$ cat src/rtl/cva6_icache_miss_hart_arbiter_pkg.sv
// Shared types and helpers for the I$ miss hart arbiter.
// Provides the return-type encodings, the core configuration struct, the
// default request/return payload types, the arbiter state enum and a helper for the hart index width.
package cva6_icache_miss_hart_arbiter_pkg;

  // Return-type encodings carried in the rtype field of an I$ return.
  localparam logic [1:0] ICACHE_INV_REQ   = 2'd0;
  localparam logic [1:0] ICACHE_IFILL_ACK = 2'd1;

  // Core configuration subset needed here: which rtype values mean what.
  typedef struct packed {
    logic [1:0] InvReqType;
    logic [1:0] IfillAckType;
  } cva6_cfg_t;

  localparam cva6_cfg_t cva6_cfg_empty = '{
    InvReqType:   ICACHE_INV_REQ,
    IfillAckType: ICACHE_IFILL_ACK
  };

  // Default miss request payload.
  typedef struct packed {
    logic [31:0] vaddr;
    logic        nc;
  } icache_miss_req_t;

  // Default return payload; rtype selects invalidation vs fill acknowledge.
  typedef struct packed {
    logic [1:0]  rtype;
    logic [31:0] data;
  } icache_miss_rtrn_t;

  typedef enum logic [1:0] {
    IDLE     = 2'd0,
    SEND     = 2'd1,
    WAIT_ACK = 2'd2
  } cache_arb_state_e;

  // Hart index width; a single hart still needs a 1-bit index.
  function automatic int unsigned hart_idx_w(input int unsigned n);
    return (n > 1) ? $clog2(n) : 1;
  endfunction

endpackage

$ cat src/rtl/cva6_hart_rr_picker.sv
// Round-robin priority search over per-hart miss valids, starting after the last winner.
// Latency: purely combinational. Backpressure: none, the parent decides when the pick is used.
// Ports: i_valid (per-hart valid), i_rr (last winner), o_pick (chosen hart), o_any (some hart valid).
module cva6_hart_rr_picker
  import cva6_icache_miss_hart_arbiter_pkg::*;
#(
  parameter int unsigned NrHarts  = 1,
  parameter int unsigned HartIdxW = hart_idx_w(NrHarts)
) (
  input  logic [NrHarts-1:0]  i_valid,
  input  logic [HartIdxW-1:0] i_rr,
  output logic [HartIdxW-1:0] o_pick,
  output logic                o_any
);

  int unsigned w_dist;
  int unsigned w_best;

  // Each valid hart is ranked by its distance from rr+1 (mod NrHarts);
  // the smallest distance wins, which is the first hart met by the scan.
  always_comb begin
    o_pick = '0;
    o_any  = 1'b0;
    w_dist = 0;
    w_best = NrHarts;
    for (int unsigned j = 0; j < NrHarts; j++) begin
      w_dist = (j + 2 * NrHarts - 1 - 32'(i_rr)) % NrHarts;
      if ((((i_valid >> j) & NrHarts'(1)) != '0) && (w_dist < w_best)) begin
        w_best = w_dist;
        o_pick = HartIdxW'(j);
        o_any  = 1'b1;
      end
    end
  end

endmodule

$ cat src/rtl/cva6_icache_miss_hart_arbiter.sv
// Round-robin arbiter of per-hart I$ misses onto one shared miss port, one miss in flight.
// Latency: accept at N, shared-port request from N+1, fill ack routed back combinationally.
// Backpressure: grant held until shared-port accept and fill ack; harts see ready only in IDLE.
// Ports: hart_miss_* (per-hart requests), hart_rtrn_* (per-hart returns), mem_miss_* / mem_rtrn_*
// (shared port), serviced_hart_o (current owner), busy_o, err_spurious_ack_o.
module cva6_icache_miss_hart_arbiter
  import cva6_icache_miss_hart_arbiter_pkg::*;
#(
  parameter cva6_cfg_t   CVA6Cfg       = cva6_cfg_empty,
  parameter type         icache_req_t  = icache_miss_req_t,
  parameter type         icache_rtrn_t = icache_miss_rtrn_t,
  parameter int unsigned NrHarts       = 1,
  parameter int unsigned HartIdxW      = hart_idx_w(NrHarts)
) (
  input  logic                       clk_i,
  input  logic                       rst_ni,
  input  logic [NrHarts-1:0]         hart_miss_valid_i,
  output logic [NrHarts-1:0]         hart_miss_ready_o,
  input  icache_req_t [NrHarts-1:0]  hart_miss_i,
  output logic [NrHarts-1:0]         hart_rtrn_valid_o,
  output icache_rtrn_t [NrHarts-1:0] hart_rtrn_o,
  output logic                       mem_miss_valid_o,
  input  logic                       mem_miss_ready_i,
  output icache_req_t                mem_miss_o,
  input  logic                       mem_rtrn_valid_i,
  input  icache_rtrn_t               mem_rtrn_i,
  output logic [HartIdxW-1:0]        serviced_hart_o,
  output logic                       busy_o,
  output logic                       err_spurious_ack_o
);

  cache_arb_state_e    r_state;
  cache_arb_state_e    w_state_nxt;
  logic [HartIdxW-1:0] r_rr;
  logic [HartIdxW-1:0] r_owner;
  icache_req_t         r_req;

  logic [HartIdxW-1:0] w_pick;
  logic                w_any;
  logic                w_accept;
  logic                w_is_inv;
  logic                w_is_ack;
  logic [NrHarts-1:0]  w_pick_onehot;
  logic [NrHarts-1:0]  w_owner_onehot;

  cva6_hart_rr_picker #(
    .NrHarts  (NrHarts),
    .HartIdxW (HartIdxW)
  ) u_picker (
    .i_valid (hart_miss_valid_i),
    .i_rr    (r_rr),
    .o_pick  (w_pick),
    .o_any   (w_any)
  );

  assign w_is_inv       = mem_rtrn_valid_i && (mem_rtrn_i.rtype == CVA6Cfg.InvReqType);
  assign w_is_ack       = mem_rtrn_valid_i && (mem_rtrn_i.rtype == CVA6Cfg.IfillAckType);
  assign w_accept       = (r_state == IDLE) && w_any;
  assign w_pick_onehot  = NrHarts'(1) << w_pick;
  assign w_owner_onehot = NrHarts'(1) << r_owner;

  // State register.
  always_ff @(posedge clk_i or negedge rst_ni) begin
    if (!rst_ni) begin
      r_state <= IDLE;
    end else begin
      r_state <= w_state_nxt;
    end
  end

  // Next-state logic. Invalidations never change state.
  always_comb begin
    w_state_nxt = r_state;
    case (r_state)
      IDLE:     if (w_any) w_state_nxt = SEND;
      SEND:     if (mem_miss_ready_i) w_state_nxt = WAIT_ACK;
      WAIT_ACK: if (w_is_ack) w_state_nxt = IDLE;
      default:  w_state_nxt = IDLE;
    endcase
  end

  // Output logic. Everything combinational is gated by rst_ni so the
  // block is silent while reset is held, even with harts requesting.
  always_comb begin
    hart_miss_ready_o  = '0;
    mem_miss_valid_o   = 1'b0;
    hart_rtrn_valid_o  = '0;
    err_spurious_ack_o = 1'b0;
    if (rst_ni) begin
      case (r_state)
        IDLE:     if (w_any) hart_miss_ready_o = w_pick_onehot;
        SEND:     mem_miss_valid_o = 1'b1;
        WAIT_ACK: ;
        default:  ;
      endcase
      if (w_is_inv) begin
        hart_rtrn_valid_o = '1;
      end else if (w_is_ack) begin
        if (r_state == WAIT_ACK) begin
          hart_rtrn_valid_o = w_owner_onehot;
        end else begin
          err_spurious_ack_o = 1'b1;
        end
      end
    end
  end

  // Request capture. rr starts at NrHarts-1 so hart 0 is scanned first.
  always_ff @(posedge clk_i or negedge rst_ni) begin
    if (!rst_ni) begin
      r_rr    <= HartIdxW'(NrHarts - 1);
      r_owner <= '0;
      r_req   <= '0;
    end else if (w_accept) begin
      r_rr    <= w_pick;
      r_owner <= w_pick;
      r_req   <= hart_miss_i[w_pick];
    end
  end

  // Lanes that are not valid carry zero so stale data never leaks to a hart.
  for (genvar g = 0; g < NrHarts; g++) begin : g_lane
    assign hart_rtrn_o[g] = hart_rtrn_valid_o[g] ? mem_rtrn_i : '0;
  end

  assign mem_miss_o      = r_req;
  assign serviced_hart_o = r_owner;
  assign busy_o          = (r_state != IDLE);

endmodule

$ cat config.mk
export PLATFORM = sky130hd
export DESIGN_NAME = cva6_icache_miss_hart_arbiter
export DESIGN_NICKNAME = d
export VERILOG_FILES = /design/src/rtl/cva6_icache_miss_hart_arbiter_pkg.sv /design/src/rtl/cva6_hart_rr_picker.sv /design/src/rtl/cva6_icache_miss_hart_arbiter.sv
export SDC_FILE = /design/constraint.sdc
export NUM_CORES = 1
export LEC_CHECK = 0
export BUFFER_PORTS_ARGS = -buffer_cell sky130_fd_sc_hd__buf_2
export CAP_MARGIN = 20
export CORE_UTILIZATION = 42
export DETAILED_ROUTE_END_ITERATION = 16
export GPL_ROUTABILITY_DRIVEN = 0
export HOLD_SLACK_MARGIN = 0.12
export PLACE_DENSITY = 0.91
export SLEW_MARGIN = 40
export SYNTH_ARGS = -nofsm -noshare
export SYNTH_HDL_FRONTEND = slang
export SYNTH_SLANG_ARGS = --single-unit
export TNS_END_PERCENT = 10
$ cat constraint.sdc
create_clock -name clk_i -period 3.5 [get_ports clk_i]
set_clock_uncertainty 0.1 [all_clocks]
set_input_delay 0.525 -clock clk_i [delete_from_list [all_inputs] [get_ports clk_i]]
set_output_delay 0.525 -clock clk_i [all_outputs]
set_load 0.005 [all_outputs]
Word level (Yosys, flattened, before mapping)
Index checks and enable logic that the tools add are counted.
- register bits after elaboration: 35
- input port bits: 72
- output and inout bits: 73
- equality and inequality tests: 6
- mux-type cells: 19
- reductions and logical operators: 7
- operators by type and width (cell ; number):
    2-to-1 mux 34 bit ; 1
    2-to-1 mux 1 bit ; 14
    2-to-1 mux 2 bit ; 3
    != test 2 bit, second input constant ; 3
    one-hot mux 2 bit (3 select lines) ; 1
    == test 2 x 1 -> 1 bit, second input constant ; 2
    zero test 2 bit ; 2
    logical AND 1 bit ; 3
    AND reduction 3 bit ; 1
    == test 2 bit, second input constant ; 1
    nonzero test 2 bit ; 1

Longest topological paths before layout
- word-level depth: 6
- mapped depth: 4
- mapped depth without buffers: 2

Hierarchy
A second synthesis with hierarchy kept.
- cell total of the unflattened synthesis: 170
- area, all modules: 2054.5 um2
- by module, submodules not included (module ; times used ; cells each ; area an instance (um2)):
    cva6_icache_miss_hart_arbiter ; 1 ; 167 ; 2035.7
    cva6_hart_rr_picker ; 1 ; 3 ; 18.8

Least setup slack after synthesis
No wires, ideal clock.
- path kind: input port to output port
- from: in mem_rtrn_i[33] (netlist bit)
- to: out hart_rtrn_o[10] (netlist bit)
- data arrival time: 1.272 ns
- slack: 1.603 ns
- stages: 3
- cells stage by stage: nand3b_1 > clkbuf_1 > a211oi_1
- RTL lines (what ; line ; text):
    start, declared ; cva6_icache_miss_hart_arbiter.sv:26 ; input icache_rtrn_t mem_rtrn_i,
    end, declared ; cva6_icache_miss_hart_arbiter.sv:21 ; output icache_rtrn_t [NrHarts-1:0] hart_rtrn_o,

==> results.toml <==
[sta]
setup_tns_ns = 0
max-slew-margin-rel_pct = 56.6
finalSetupViolCount = 0
period_needed_ns = 2.40
rsz0062_at_grt = "false"
worstMarginPinSlew_ns = 0.650
layout_worst_path_cycle_share_pct = 68.5
max_freq_ghz = 0.417
finalMaxSlewViolations = 0
hold_viol_final = 0

[pwr]
ir_worst_vdd_v = 0.000257
powerDensity_nw_per_um2 = 672
p_leak_uw = 0.00146

[yosys]
synth_top_area_share_pct = 48.3
muxShareOfSynthArea_pct = 20.5
ys_ff_latch = 35
synth_compound_area_share_pct = 14.2
synthesis.area_um2 = 1810
synth_xor_xnor_area_share_pct = 0
synth_top_family_by_area = "multiplexers"
synthDistinctLibCells = 21
synth.avg_cell_area_um2 = 11.1
yosys.area_share.simple_pct = 4.76
synthAdderAreaFrac_pct = 0
yosysTopAreaCell = "dfrtp_1"
ys_seq_area_share_pct = 48.3
synthTopCellsByArea = "dfrtp_1, mux2_2, a211oi_1"
yosys_warnings = 0
syn_inst = 164

[clock_network]
clk_pin_slew_ns = 0.06
cts.htree.levels = 2
cts_tree = "done"
cts_buffers = 5
cts_root_buf = "clkbuf_8"
post_cts_buffers = 0
hold_buffers = 0
cts.repair.resized = 0
clkSinkCount = 35
cts_buffer_depth = 2
clk_latency_ns = 0.27

[place]
dpl.hpwl_um = 3410
dp.cells = 344
port_buffers = 142

[global_route]
grt_pass1_wl_um = 5930
grt_use_total_pct = 17.3
antenna_found_initial = 0
grt-ovfl-total = 0
grt_pass1_vias = 1408
grt_max_degree = 38

[setup_path]
end_kind = "output pin"
required_ns = 2.87
critical_path_arrival_ns = 1.77
criticalPathCategory = "flip-flop to output pin"
start_kind = "flip-flop"
crit_fanout = 36

[detailed_routing]
drc_errors = 0
first_pass_iters = 2
wire_per_inst_um = 12.2
vias_per_cell = 4.82
drtIter0Drc = 75
wirelength_um = 4300
vias = 1695
drtAntennaViolNets = 0

[floorplanning]
die_area_um2 = 4590
start_util_pct = 44.4
die-width_um = 67.7
rows = 23
io_pins = 145
die_h_um = 67.7
core_area_um2 = 4090

[cells_and_area]
n_antenna_cell = 0
syn_to_final_growth_pct = 45.4
drive_gt1_share_pct = 61.9
layout.nets = 373
layout.cells.non_filler = 352

[run_status]
outcome = "complete, no violations"

[worst_hold_path]
min-delay-path-class = "input pin to async pin"

[flow_run]
cap_violations = 0
state kept, by name, summed over array words and instances, names as in the netlist:
name	flops
mem_miss_o	33
r_state	2
layout make-up:
class	count	area, um2
Clock buffer	6	82.6
Clock inverter	2	35.0
Fill cell	324	1450
Inverter	33	124
Multi-Input combinational cell	81	726
Sequential cell	35	876
Tap cell	50	62.6
Timing Repair Buffer	145	733
final timing paths:
kind | startpoint | endpoint | slack [ns] | depth (start not counted)
hold reg to reg | mem_miss_o[6]$_DFFE_PN0P_ | mem_miss_o[6]$_DFFE_PN0P_ | 0.39 | 1
setup / recovery | r_state[0]$_DFFE_PN0P_ | hart_rtrn_o[14] | 1.10 | 3
hold / removal | rst_ni | mem_miss_o[0]$_DFFE_PN0P_ | 0.22 | 2
max in group asynchronous | rst_ni | mem_miss_o[16]$_DFFE_PN0P_ | 2.77 | 2
min in group clk_i | mem_miss_ready_i | r_state[0]$_DFFE_PN0P_ | 0.35 | 2
setup reg to reg | r_state[0]$_DFFE_PN0P_ | mem_miss_o[30]$_DFFE_PN0P_ | 1.45 | 3
layer usage:
layer,vias up,routed length [um],global-route usage (%)
li1,832,-,-
met1,761,1670,18.8
met2,100,2120,31.6
met3,2,483,4.90
met4,0,21,6.38
met5,-,0,0
where the power goes:
part	switching (uW)	total [uW]	internal, uW	leakage, uW
Combinational	295	691	396	0.000991
Clock	132	362	230	0.0000612
Sequential	109	721	612	0.000412
Total	536	1770	1240	0.00146
synthesized netlist by cell type (all sizes together):
cell    number
conb         1
and2         1
and3b        2
clkbuf       7
dfrtp       35
mux2        33
nand3b       2
a21oi        1
or2          1
nor2         1
a211oi      33
nor3         1
buf          9
nand2b       1
inv         33
o21ai        1
nor3b        2
per-stage QoR:
step / power (uW) / util [%] / hold WS, ns / area, um2 / setup slack, ns
6_report: 1770 / 64.6 / 0.222 / 2640 / 1.10
5_1_grt: 1910 / 64.6 / 0.245 / 2640 / 0.949
4_1_cts: 1800 / 64.6 / 0.227 / 2640 / 1.08
3_5_place_dp: 1430 / 61.7 / 0.380 / 2520 / 1.28
3_3_place_gp: 1380 / 61.6 / 0.364 / 2520 / 1.09
2_1_floorplan: 1130 / - / 0.129 / 1820 / 1.60
worst max-delay path, stage by stage, from the launching register on:
cell and delay (ns):
dfrtp_1 0.45, nand2b_2 0.52, a211oi_1 0.37, buf_2 0.16
placed cells by master (no fill, tap or decap):
cell type  count
a211oi_1      33
clkbuf_8       6
nor3b_1        1
and2_1         1
buf_4          3
mux2_2        31
clkinv_2       1
dfrtp_1       35
o21ai_0        1
nor3_1         1
or2_2          1
nor3b_4        1
a21oi_1        1
nand2b_2       1
nand3b_1       2
bufinv_16      1
mux2_1         2
and3b_1        2
conb_1         2
nor2_1         1
buf_2        142
inv_1         33
logic make-up after synthesis:
group / after synthesis
compound gates: 35
other cells: 1
mux: 33
simple gates: 11
buf+inv: 49
flops: 35
(Power assumes the default switching activity.)
